**src/rtl/pipe_hazard_ctrl_pkg.sv**
```systemverilog
// rtl/pipe_hazard_ctrl_pkg.sv - shared state encoding and pipeline control-bundle layout
package pipe_ctrl_pkg;

  // Hazard sequencer states
  typedef enum logic [1:0] {
    RUN      = 2'd0,
    MEM_WAIT = 2'd1,
    ERROR    = 2'd2
  } state_t;

  // Bit positions of the control bundle carried in IF/ID, ID/EX, EX/MEM and MEM/WB.
  // A flush or bubble clears the whole bundle, which turns the slot into a NOP.
  localparam int CTL_REGWRITE = 0;
  localparam int CTL_MEMTOREG = 1;
  localparam int CTL_MEMREAD  = 2;
  localparam int CTL_MEMWRITE = 3;
  localparam int CTL_BRANCH   = 4;
  localparam int CTL_ALUSRC   = 5;
  localparam int CTL_REGDST   = 6;
  localparam int CTL_W        = 7;

endpackage

```
**src/rtl/pipe_hazard_ctrl_if.sv**
```systemverilog
// rtl/pipe_hazard_ctrl_if.sv - hazard inputs and stage-register controls between pipeline and sequencer
interface pipe_hazard_ctrl_if #(parameter int CNT_W = 16);

  logic             idex_memread_i;
  logic [4:0]       idex_rt_i;
  logic [4:0]       ifid_rs_i;
  logic [4:0]       ifid_rt_i;
  logic             ifid_uses_rt_i;
  logic             branch_taken_i;
  logic             dmem_req_i;
  logic             dmem_ready_i;

  logic             pc_write_o;
  logic             ifid_write_o;
  logic             ifid_flush_o;
  logic             idex_write_o;
  logic             idex_flush_o;
  logic             exmem_write_o;
  logic             exmem_flush_o;
  logic             memwb_bubble_o;
  logic             err_o;
  logic [CNT_W-1:0] stall_cnt_o;
  logic [CNT_W-1:0] flush_cnt_o;

  // Pipeline datapath side: reports hazards, obeys the controls
  modport master (
    output idex_memread_i, idex_rt_i, ifid_rs_i, ifid_rt_i, ifid_uses_rt_i,
    output branch_taken_i, dmem_req_i, dmem_ready_i,
    input  pc_write_o, ifid_write_o, ifid_flush_o, idex_write_o, idex_flush_o,
    input  exmem_write_o, exmem_flush_o, memwb_bubble_o, err_o, stall_cnt_o, flush_cnt_o
  );

  // Hazard sequencer side
  modport slave (
    input  idex_memread_i, idex_rt_i, ifid_rs_i, ifid_rt_i, ifid_uses_rt_i,
    input  branch_taken_i, dmem_req_i, dmem_ready_i,
    output pc_write_o, ifid_write_o, ifid_flush_o, idex_write_o, idex_flush_o,
    output exmem_write_o, exmem_flush_o, memwb_bubble_o, err_o, stall_cnt_o, flush_cnt_o
  );

endinterface

```
**src/rtl/pipe_hazard_ctrl_sat_counter.sv**
```systemverilog
// rtl/pipe_hazard_ctrl_sat_counter.sv - saturating event counter for performance debug
module sat_counter #(
  parameter int W = 16
) (
  input  logic         clk_i,
  input  logic         rst_i,
  input  logic         inc_i,
  output logic [W-1:0] cnt_o
);

  logic [W-1:0] r_cnt;

  // Count up on inc_i, sticking at all-ones instead of wrapping
  always_ff @(posedge clk_i) begin
    if (rst_i) begin
      r_cnt <= '0;
    end else if (inc_i && (r_cnt != {W{1'b1}})) begin
      r_cnt <= r_cnt + W'(1);
    end
  end

  assign cnt_o = r_cnt;

endmodule

```
**src/rtl/pipe_hazard_ctrl.sv**
```systemverilog
// rtl/pipe_hazard_ctrl.sv - stall/flush sequencer for load-use, taken-branch and data-memory wait hazards
module pipe_hazard_ctrl
  import pipe_ctrl_pkg::*;
#(
  parameter int MEM_TIMEOUT = 15,
  parameter int CNT_W       = 16
) (
  input  logic             clk_i,
  input  logic             rst_i,
  pipe_hazard_ctrl_if.slave bus
);

  localparam logic [7:0] TIMEOUT_L = 8'(MEM_TIMEOUT);

  state_t           r_state;
  state_t           w_state_nxt;
  logic [7:0]       r_wcnt;
  logic [7:0]       w_wcnt_nxt;
  logic             r_err;
  logic             w_err_set;
  logic             w_load_use;
  logic             w_freeze;
  logic             w_rules;
  logic             w_pc_write;
  logic             w_ifid_write;
  logic             w_ifid_flush;
  logic             w_idex_write;
  logic             w_idex_flush;
  logic             w_exmem_write;
  logic             w_exmem_flush;
  logic             w_memwb_bubble;
  logic             w_stall_inc;
  logic             w_flush_inc;
  logic [CNT_W-1:0] w_stall_cnt;
  logic [CNT_W-1:0] w_flush_cnt;

  // State, wait counter and sticky timeout error
  always_ff @(posedge clk_i) begin
    if (rst_i) begin
      r_state <= RUN;
      r_wcnt  <= 8'd0;
      r_err   <= 1'b0;
    end else begin
      r_state <= w_state_nxt;
      r_wcnt  <= w_wcnt_nxt;
      if (w_err_set) begin
        r_err <= 1'b1;
      end
    end
  end

  // Next state plus Mealy stage controls; a frozen pipe ignores branch and load-use
  // because EX/MEM and ID/EX hold still and present the same hazard again later
  always_comb begin
    w_load_use = bus.idex_memread_i && (bus.idex_rt_i != 5'd0) &&
                 ((bus.idex_rt_i == bus.ifid_rs_i) ||
                  (bus.ifid_uses_rt_i && (bus.idex_rt_i == bus.ifid_rt_i)));

    w_state_nxt = r_state;
    w_wcnt_nxt  = r_wcnt;
    w_err_set   = 1'b0;
    w_freeze    = 1'b0;
    w_rules     = 1'b0;

    case (r_state)
      RUN: begin
        if (bus.dmem_req_i && !bus.dmem_ready_i) begin
          w_freeze    = 1'b1;
          w_state_nxt = MEM_WAIT;
          w_wcnt_nxt  = 8'd1;
        end else begin
          w_rules = 1'b1;
        end
      end
      MEM_WAIT: begin
        if (!bus.dmem_ready_i) begin
          w_freeze = 1'b1;
          if (r_wcnt < TIMEOUT_L) begin
            w_wcnt_nxt = r_wcnt + 8'd1;
          end else begin
            w_state_nxt = ERROR;
            w_err_set   = 1'b1;
          end
        end else begin
          w_rules     = 1'b1;
          w_state_nxt = RUN;
          w_wcnt_nxt  = 8'd0;
        end
      end
      ERROR: begin
        w_freeze = 1'b1;
      end
      default: begin
        w_state_nxt = RUN;
        w_wcnt_nxt  = 8'd0;
      end
    endcase

    w_pc_write     = 1'b1;
    w_ifid_write   = 1'b1;
    w_ifid_flush   = 1'b0;
    w_idex_write   = 1'b1;
    w_idex_flush   = 1'b0;
    w_exmem_write  = 1'b1;
    w_exmem_flush  = 1'b0;
    w_memwb_bubble = 1'b0;
    w_flush_inc    = 1'b0;

    if (rst_i) begin
      w_pc_write     = 1'b0;
      w_ifid_write   = 1'b0;
      w_idex_write   = 1'b0;
      w_exmem_write  = 1'b0;
      w_ifid_flush   = 1'b1;
      w_idex_flush   = 1'b1;
      w_exmem_flush  = 1'b1;
      w_memwb_bubble = 1'b1;
    end else if (w_freeze) begin
      w_pc_write     = 1'b0;
      w_ifid_write   = 1'b0;
      w_idex_write   = 1'b0;
      w_exmem_write  = 1'b0;
      w_memwb_bubble = 1'b1;
    end else if (w_rules && bus.branch_taken_i) begin
      w_ifid_flush  = 1'b1;
      w_idex_flush  = 1'b1;
      w_exmem_flush = 1'b1;
      w_flush_inc   = 1'b1;
    end else if (w_rules && w_load_use) begin
      w_pc_write   = 1'b0;
      w_ifid_write = 1'b0;
      w_idex_flush = 1'b1;
    end

    w_stall_inc = !rst_i && !w_pc_write;
  end

  sat_counter #(.W(CNT_W)) u_stall_cnt (
    .clk_i (clk_i),
    .rst_i (rst_i),
    .inc_i (w_stall_inc),
    .cnt_o (w_stall_cnt)
  );

  sat_counter #(.W(CNT_W)) u_flush_cnt (
    .clk_i (clk_i),
    .rst_i (rst_i),
    .inc_i (w_flush_inc),
    .cnt_o (w_flush_cnt)
  );

  assign bus.pc_write_o     = w_pc_write;
  assign bus.ifid_write_o   = w_ifid_write;
  assign bus.ifid_flush_o   = w_ifid_flush;
  assign bus.idex_write_o   = w_idex_write;
  assign bus.idex_flush_o   = w_idex_flush;
  assign bus.exmem_write_o  = w_exmem_write;
  assign bus.exmem_flush_o  = w_exmem_flush;
  assign bus.memwb_bubble_o = w_memwb_bubble;
  assign bus.err_o          = r_err;
  assign bus.stall_cnt_o    = w_stall_cnt;
  assign bus.flush_cnt_o    = w_flush_cnt;

endmodule

```
**src/flat_wrapper.sv**
```systemverilog
// flat-port wrapper written by rule: the top's interface ports become plain ports
module pipe_hazard_ctrl_flat import pipe_ctrl_pkg::*;
#(
  parameter int MEM_TIMEOUT = 15,
  parameter int CNT_W       = 16
)
  (clk_i, rst_i, bus_idex_memread_i, bus_idex_rt_i, bus_ifid_rs_i, bus_ifid_rt_i, bus_ifid_uses_rt_i, bus_branch_taken_i, bus_dmem_req_i, bus_dmem_ready_i, bus_pc_write_o, bus_ifid_write_o, bus_ifid_flush_o, bus_idex_write_o, bus_idex_flush_o, bus_exmem_write_o, bus_exmem_flush_o, bus_memwb_bubble_o, bus_err_o, bus_stall_cnt_o, bus_flush_cnt_o);
  pipe_hazard_ctrl_if #(.CNT_W(CNT_W)) bus_i ();
  input  logic clk_i;
  input  logic rst_i;
  input wire logic [$bits(bus_i.idex_memread_i)-1:0] bus_idex_memread_i;
  input wire logic [$bits(bus_i.idex_rt_i)-1:0] bus_idex_rt_i;
  input wire logic [$bits(bus_i.ifid_rs_i)-1:0] bus_ifid_rs_i;
  input wire logic [$bits(bus_i.ifid_rt_i)-1:0] bus_ifid_rt_i;
  input wire logic [$bits(bus_i.ifid_uses_rt_i)-1:0] bus_ifid_uses_rt_i;
  input wire logic [$bits(bus_i.branch_taken_i)-1:0] bus_branch_taken_i;
  input wire logic [$bits(bus_i.dmem_req_i)-1:0] bus_dmem_req_i;
  input wire logic [$bits(bus_i.dmem_ready_i)-1:0] bus_dmem_ready_i;
  output wire logic [$bits(bus_i.pc_write_o)-1:0] bus_pc_write_o;
  output wire logic [$bits(bus_i.ifid_write_o)-1:0] bus_ifid_write_o;
  output wire logic [$bits(bus_i.ifid_flush_o)-1:0] bus_ifid_flush_o;
  output wire logic [$bits(bus_i.idex_write_o)-1:0] bus_idex_write_o;
  output wire logic [$bits(bus_i.idex_flush_o)-1:0] bus_idex_flush_o;
  output wire logic [$bits(bus_i.exmem_write_o)-1:0] bus_exmem_write_o;
  output wire logic [$bits(bus_i.exmem_flush_o)-1:0] bus_exmem_flush_o;
  output wire logic [$bits(bus_i.memwb_bubble_o)-1:0] bus_memwb_bubble_o;
  output wire logic [$bits(bus_i.err_o)-1:0] bus_err_o;
  output wire logic [$bits(bus_i.stall_cnt_o)-1:0] bus_stall_cnt_o;
  output wire logic [$bits(bus_i.flush_cnt_o)-1:0] bus_flush_cnt_o;
  assign bus_i.idex_memread_i = bus_idex_memread_i;
  assign bus_i.idex_rt_i = bus_idex_rt_i;
  assign bus_i.ifid_rs_i = bus_ifid_rs_i;
  assign bus_i.ifid_rt_i = bus_ifid_rt_i;
  assign bus_i.ifid_uses_rt_i = bus_ifid_uses_rt_i;
  assign bus_i.branch_taken_i = bus_branch_taken_i;
  assign bus_i.dmem_req_i = bus_dmem_req_i;
  assign bus_i.dmem_ready_i = bus_dmem_ready_i;
  assign bus_pc_write_o = bus_i.pc_write_o;
  assign bus_ifid_write_o = bus_i.ifid_write_o;
  assign bus_ifid_flush_o = bus_i.ifid_flush_o;
  assign bus_idex_write_o = bus_i.idex_write_o;
  assign bus_idex_flush_o = bus_i.idex_flush_o;
  assign bus_exmem_write_o = bus_i.exmem_write_o;
  assign bus_exmem_flush_o = bus_i.exmem_flush_o;
  assign bus_memwb_bubble_o = bus_i.memwb_bubble_o;
  assign bus_err_o = bus_i.err_o;
  assign bus_stall_cnt_o = bus_i.stall_cnt_o;
  assign bus_flush_cnt_o = bus_i.flush_cnt_o;
  pipe_hazard_ctrl #(.MEM_TIMEOUT(MEM_TIMEOUT), .CNT_W(CNT_W)) u_core (.clk_i(clk_i), .rst_i(rst_i), .bus(bus_i));
endmodule
```
**config.mk**
```make
export PLATFORM = sky130hd
export DESIGN_NAME = pipe_hazard_ctrl_flat
export DESIGN_NICKNAME = d
export VERILOG_FILES = /design/src/rtl/pipe_hazard_ctrl_pkg.sv /design/src/rtl/pipe_hazard_ctrl_if.sv /design/src/rtl/pipe_hazard_ctrl_sat_counter.sv /design/src/rtl/pipe_hazard_ctrl.sv /design/src/flat_wrapper.sv
export SDC_FILE = /design/constraint.sdc
export NUM_CORES = 1
export LEC_CHECK = 0
export ABC_AREA = 1
export ABC_CLOCK_PERIOD_IN_PS = 3150
export CAP_MARGIN = 5
export CORE_MARGIN = 3
export CORE_UTILIZATION = 54
export CTS_BUF_LIST = sky130_fd_sc_hd__clkbuf_16
export CTS_CLUSTER_SIZE = 40
export DETAILED_ROUTE_END_ITERATION = 8
export PLACE_DENSITY = 0.86
export SLEW_MARGIN = 25
export SYNTH_ARGS = -nofsm -noshare
export SYNTH_HDL_FRONTEND = slang
export SYNTH_HIERARCHICAL = 1
export SYNTH_SLANG_ARGS = --single-unit
```
**constraint.sdc**
```tcl
create_clock -name clk_i -period 3.15 [get_ports clk_i]
set_input_delay 0.63 -clock clk_i [delete_from_list [all_inputs] [get_ports clk_i]]
set_output_delay 0.63 -clock clk_i [all_outputs]
set_load 0.05 [all_outputs]
```
==> results of run 1 <==
## tightest hold or removal path: stages, from the launching register on
cell                      delay (ps)
sky130_fd_sc_hd__dfxtp_1         300
sky130_fd_sc_hd__inv_1            60
sky130_fd_sc_hd__nor3_1           50
## layer usage
layer / routed length, microns / global-route usage [%] / vias up
li1: - / - / 1477
met1: 2751 / 25.99 / 1300
met2: 3183 / 41.12 / 85
met3: 355 / 5.556 / 10
met4: 78 / 5.978 / 0
met5: 0 / 0 / -
## metrics by stage
step | cell area (sq um) | util (%) | hold WS, ps | instances
2_1_floorplan | 2673 | - | 417.5 | 433
5_1_grt | 3571 | 78.23 | 472.3 | 563
4_1_cts | 3571 | 78.23 | 444.7 | 563
3_5_place_dp | 3426 | 75.05 | 435.3 | 555
3_3_place_gp | 3426 | 75.05 | 426.8 | 555
6_report | 3571 | 78.23 | 441.2 | 563
## report_power, final
group	switching (mW)	total (mW)	leakage (nW)	internal, mW
Combinational	0.141	0.244	1.08	0.103
Sequential	0.00866	0.560	0.347	0.551
Clock	0.207	0.499	0.0674	0.292
Total	0.357	1.30	1.49	0.946
## Yosys cell counts, drive strengths merged
master / n / share of area [%]
nand2: 143 / 21
ha: 3 / 1.4
a21oi: 22 / 4.3
buf: 5 / 1.2
xnor2: 1 / 0.33
o21ai: 5 / 1.5
nand3: 32 / 6.0
nor3: 8 / 1.5
nor2: 113 / 20
xor2: 1 / 0.33
dfxtp: 43 / 32
inv: 44 / 6.2
clkinv: 1 / 0.33
clkbuf: 3 / 0.70
nand4: 7 / 1.6
or2: 2 / 0.47
## cell type report
cell class                      instances  area, sq um  share of cell area (%)
Multi-Input combinational cell        337         1587                   44.43
Clock inverter                          3        20.02                  0.5606
Timing Repair Buffer                   65        723.2                   20.25
Inverter                               45        173.9                   4.870
Tap cell                               65        81.33                   2.278
Sequential cell                        43        860.8                   24.11
Clock buffer                            5        125.1                   3.504
## sequential cells by signal (all words and copies together) (netlist names)
name	cells
u_core/u_flush_cnt/cnt_o	16
u_core/r_wcnt	8
u_core/u_stall_cnt/cnt_o	16
u_core/bus.err_o	1
u_core/r_state	2
## how the worst max path moves through the flow
stage,from,endpoint,cells after the start
global route,bus_dmem_ready_i,bus_pc_write_o,10
CTS,bus_dmem_ready_i,bus_ifid_write_o,10
floorplan,bus_idex_rt_i[4],bus_pc_write_o,8
global placement,bus_dmem_ready_i,bus_pc_write_o,10
detailed placement,bus_dmem_ready_i,bus_ifid_write_o,10
finish,bus_dmem_ready_i,bus_ifid_write_o,10
## logic make-up after synthesis
| logic type | share of synthesized area [%] |
|---|---|
| fa+ha+maj | 1.405 |
| buf+inv | 8.427 |
| simple gates | 51.54 |
| flops | 32.21 |
| compound gates | 5.759 |
| xor+xnor | 0.6556 |
==> impl_results.md, run 1 <==
* I/O pins at 63
* Standard-cell row count at 24
* Initial antenna violation count at 0
* Class of the most critical hold timing path: flip-flop to flip-flop
* Commonest cells after routing, fill and taps aside: sky130_fd_sc_hd__nand2_1 (134), sky130_fd_sc_hd__nor2_1 (83), sky130_fd_sc_hd__clkdlybuf4s50_1 (54)
* Critical path, cell by cell: clkdlybuf4s50_1, inv_2, nand2_2, nand2_1, o21ai_2, nand2_1, nand3_1, nand2_1, nor2_1, buf_12
* Count of final setup violators at 0
* Tightest slew margin relative to the limit at 65.32%
* Wire length of the first global-routing pass at 11290 microns
* Post-cts gate resize count at 0
* Buf/Inv on CP at 3
* RSZ-0062 raised after global routing: false
* GRT Total Usage at 22.51%
* Post-synthesis cell count at 433
* Number of iterations in the first detailed-routing pass at 5
* Buffer depth of the longest clock path at 2
* Starting density of the core at 58.55%
* Library cell contributing the largest single delay on the critical path: sky130_fd_sc_hd__clkdlybuf4s50_1
* Clock Pin Slew Worst Setup and Hold Paths at 60 ps
* Worst skew pair latency at 280 ps
* Final RePlAce weighted congestion at 0.8601
* Number of vias after detailed routing at 2872
* Maximum clock skew at final layout at 4.384 ps
* Cell Area, Synth at 2673 sq um
* Synth warnings at 6
* Antenna diode count at 0
* Largest net degree at the start of global routing at 17
* Total Negative Setup Slacks at 0 ps
* Cell seen most often among critical-path stages: sky130_fd_sc_hd__nand2_1
* Synthesized area divided by synthesized cell count at 6.172 sq um
* Wire per inst at 11.31 microns
* Worst reg2reg path endpoint: u_core/u_stall_cnt/cnt_o[14]$_SDFFE_PP0P_
* Max cap viols at 0
* Worst min-delay path startpoint: u_core/r_wcnt[4]$_SDFFE_PP0P_
* Number of max-slew violations in the final report at 0
* Setup slack of the critical path after layout at 199.6 ps
* Share of synthesized area occupied by flip-flops and latches at 32.21%
* Sinks on the clock net at 43
* Die Footprint at 5829 sq um
* Maximum fanout count along the critical path at 5
* Register bit total from synthesis at 43
* Count of final hold-check violations at 0
* Number of nets in the final layout at 522
* Worst path required time at 2520 ps
* Cell family contributing the most delay on the critical path: buffers and inverters
* Fraction of final layout cells sized beyond drive strength 1 at 12.85%
* Leading cell type in the layout, fill and taps excluded: sky130_fd_sc_hd__nand2_1
* Slew at the pin closest to its max-slew limit at 518.6 ps
* Max stage delay on crit path at 580 ps
* Overall overflow remaining after global route at 0
* End point of the worst hold path: u_core/r_wcnt[4]$_SDFFE_PP0P_
* Post-detailed-placement half-perimeter wirelength at 4905 microns
* Drc violations at 0
* Reg2Reg Depth at 14
* Maximum operating frequency at 338.9 MHz
* Peak supply drop at 246.0 uV
* Net count after synthesis at 458
* Worst endpoint data arrival time at 2320 ps
* Status: completed
* Post-route fraction of the period consumed by the critical path at 93.66%
* CTS H-tree lvls at 2
* Critical path type: input port to output port
* Pwr dens at 364.8 nW/um^2
* DRC marker count from the first detailed-route iteration at 147
* Final wirelength at 6370 microns
* Buffer type at the clock tree root: sky130_fd_sc_hd__clkbuf_16
* Final total power at 1.303 mW
* CTS buffer count at 5
* Buffers inserted by post-CTS timing repair at 0
* Std-Cell Core Area at 4564 sq um
* Reg-to-reg startpoint: u_core/r_state[1]$_SDFFE_PP0P_
* Cts hold-fix bufs at 0
* Synth unique cells at 28
* Placement Setup Slack at 222.6 ps
* Port-buffer cells at 62
* TritonCTS clock tree: built
* Vias in the first global route at 2673
* FF-to-FF setup slack at 960 ps
* Antenna violation net count after detailed routing at 0
* Reported leakage power at 1.491 nW
* Cells on Worst Hold Path at 2
* Vias per std cell at 5.101
* Layout-stage area growth over the synthesis result at 33.61%
* Die extent in x at 76.35 microns
* Nature of the critical path endpoint: output port
* Vertical die dimension at 76.35 microns
* Startpoint Class: input port
* Total of fill cells in the finished design at 368
* Minimum clock period at 2950 ps
(Power assumes the default switching activity.)
==> inputs of run 2 (changes only) <==
--- a/config.mk
+++ b/config.mk
@@ -9,11 +9,11 @@
 export ABC_CLOCK_PERIOD_IN_PS = 3150
 export CAP_MARGIN = 5
 export CORE_MARGIN = 3
-export CORE_UTILIZATION = 54
+export CORE_UTILIZATION = 40
 export CTS_BUF_LIST = sky130_fd_sc_hd__clkbuf_16
 export CTS_CLUSTER_SIZE = 40
 export DETAILED_ROUTE_END_ITERATION = 8
-export PLACE_DENSITY = 0.86
+export PLACE_DENSITY = 0.66
 export SLEW_MARGIN = 25
 export SYNTH_ARGS = -nofsm -noshare
 export SYNTH_HDL_FRONTEND = slang
==> run 2 against run 1 <==
Effect of this change: power grew 1.9%; critical path depth stayed put; cell area grew 0.60%; largest cell class unchanged; sequential power about the same; clock power increased by 5.4%; global-route usage fell by 5.9 points; critical path type unchanged.
==> impl_results.md, run 2 (same netlist as run 1, synthesis figures left out) <==
* Post-cts gate resize count at 0
* Maximum clock skew at final layout at 8.523 ps
* Number of vias after detailed routing at 2717
* Count of final hold-check violations at 0
* Area of the multi-input gates at 1587 sq um
* Vertical die dimension at 87.74 microns
* Reg-to-reg startpoint: u_core/r_state[1]$_SDFFE_PP0P_
* Largest net degree at the start of global routing at 17
* Maximum operating frequency at 345.4 MHz
* Sinks on the clock net at 43
* Worst endpoint data arrival time at 2270 ps
* Standard-cell row count at 29
* Slew at the pin closest to its max-slew limit at 502.0 ps
* Buffer type at the clock tree root: sky130_fd_sc_hd__clkbuf_16
* Die Footprint at 7698 sq um
* FF-to-FF setup slack at 990 ps
* Worst path required time at 2520 ps
* Buffer depth of the longest clock path at 2
* CTS H-tree lvls at 2
* Total Negative Setup Slacks at 0 ps
* CTS buffer count at 5
* Startpoint Class: input port
* Post-detailed-placement half-perimeter wirelength at 4780 microns
* Wire per inst at 10.56 microns
* Std-Cell Core Area at 6422 sq um
* DRC marker count from the first detailed-route iteration at 89
* Worst reg2reg path endpoint: u_core/u_stall_cnt/cnt_o[13]$_SDFFE_PP0P_
* Status: completed
* Critical path, cell by cell: clkdlybuf4s50_1, inv_2, nand2_2, nand2_1, o21ai_2, nand2_1, nand3_1, nand2_1, nor2_1, buf_12
* Wire length of the first global-routing pass at 10580 microns
* Total cell area at the placement stage at 3441 sq um
* Count of final setup violators at 0
* Clock Pin Slew Worst Setup and Hold Paths at 70 ps
* Number of max-slew violations in the final report at 0
* Number of nets in the final layout at 522
* Design Area, Final at 3592 sq um
* Port-buffer cells at 62
* Minimum clock period at 2895 ps
* Initial antenna violation count at 0
* Post-route fraction of the period consumed by the critical path at 91.92%
* Vias in the first global route at 2461
* Area occupied by registers at 860.8 sq um
* Cts hold-fix bufs at 0
* Nature of the critical path endpoint: output port
* Die extent in x at 87.74 microns
* Leading cell type in the layout, fill and taps excluded: sky130_fd_sc_hd__nand2_1
* Library cell contributing the largest single delay on the critical path: sky130_fd_sc_hd__clkdlybuf4s50_1
* Vias per std cell at 4.725
* Antenna diode count at 0
* I/O pins at 63
* Drc violations at 0
* Maximum fanout count along the critical path at 5
* Overall overflow remaining after global route at 0
* Worst min-delay path startpoint: u_core/r_wcnt[6]$_SDFFE_PP0P_
* Reported leakage power at 1.498 nW
* Final RePlAce weighted congestion at 0.8580
* Fraction of final layout cells sized beyond drive strength 1 at 13.05%
* Placed cells at 567
* Starting density of the core at 41.61%
* Final wirelength at 6073 microns
* Max stage delay on crit path at 570 ps
* Buffers inserted by post-CTS timing repair at 0
* Reg2Reg Depth at 13
* Pwr dens at 369.5 nW/um^2
* Peak supply drop at 299.7 uV
* Buf/Inv on CP at 3
* GRT Total Usage at 16.58%
* End point of the worst hold path: u_core/r_wcnt[6]$_SDFFE_PP0P_
* RSZ-0062 raised after global routing: false
* Number of iterations in the first detailed-routing pass at 4
* Cells on Worst Hold Path at 2
* Tightest slew margin relative to the limit at 66.43%
* Cell seen most often among critical-path stages: sky130_fd_sc_hd__nand2_1
* Antenna violation net count after detailed routing at 0
* Cell family contributing the most delay on the critical path: buffers and inverters
* Max cap viols at 0
* Class of the most critical hold timing path: flip-flop to flip-flop
* TritonCTS clock tree: built
* Worst skew pair latency at 280 ps
* Commonest cells after routing, fill and taps aside: sky130_fd_sc_hd__nand2_1 (134), sky130_fd_sc_hd__nor2_1 (83), sky130_fd_sc_hd__clkdlybuf4s50_1 (54)
* Layout-stage area growth over the synthesis result at 34.41%
* Total of fill cells in the finished design at 652
* Final std cells w/o fill at 575
* Critical path type: input port to output port
-- run 2: cell count changes in the layout (fill, tap and decap cells not counted), sizes merged --
| cell | change |
|---|---|
| clkinvlp | -1 |
| inv | +2 |
| clkinv | -1 |
-- run 2: routing by layer --
| metal | wire length (microns) | GRT usage [%] | vias up |
|---|---|---|---|
| li1 | - | - | 1471 |
| met1 | 2916 | 22.71 | 1186 |
| met2 | 2791 | 26.92 | 58 |
| met3 | 333 | 3.857 | 2 |
| met4 | 31 | 2.929 | 0 |
| met5 | 0 | 0 | - |
-- run 2: power breakdown --
| part | internal [mW] | total [mW] | switching, mW |
|---|---|---|---|
| clock | 0.301 | 0.526 | 0.226 |
| sequential | 0.551 | 0.560 | 0.00923 |
| combinational | 0.103 | 0.241 | 0.138 |
| total | 0.955 | 1.33 | 0.373 |
-- run 2: cell type report --
| type | instances | share of cell area [%] |
|---|---|---|
| clock inverter | 3 | 0.7315 |
| clock buffer | 5 | 3.483 |
| sequential | 43 | 23.96 |
| tap | 77 | 2.682 |
| inverter | 45 | 4.842 |
| multi-input combinational | 337 | 44.17 |
| timing repair buffer | 65 | 20.13 |
-- run 2: per-stage QoR --
| step | hold WS (ps) | power (mW) | setup slack (ps) | utilization, % |
|---|---|---|---|---|
| after global placement | 428.3 | 0.8118 | 288.8 | 53.57 |
| after CTS | 441.5 | 1.346 | 237.0 | 55.93 |
| after global routing | 457.7 | 1.391 | 130.9 | 55.93 |
| after detailed placement | 430.3 | 0.8144 | 252.0 | 53.57 |
| after floorplan | 417.5 | 0.7155 | 395.0 | - |
| final | 440.8 | 1.327 | 254.6 | 55.93 |
-- run 2: worst max path at each step --
stage               cells after the start               end              from  slack (ps)
detailed placement                     10    bus_pc_write_o  bus_dmem_ready_i         250
global placement                       10  bus_ifid_write_o  bus_dmem_ready_i         290
CTS                                    10    bus_pc_write_o  bus_dmem_ready_i         240
floorplan                               8    bus_pc_write_o  bus_idex_rt_i[4]         400
finish                                 10    bus_pc_write_o  bus_dmem_ready_i         250
global route                           10  bus_ifid_write_o  bus_dmem_ready_i         130
-- run 2: worst min-delay path: stages, from the launching register on --
cell	delay (ps)
sky130_fd_sc_hd__dfxtp_1	310
sky130_fd_sc_hd__nand2_1	60
sky130_fd_sc_hd__nor2_1	30
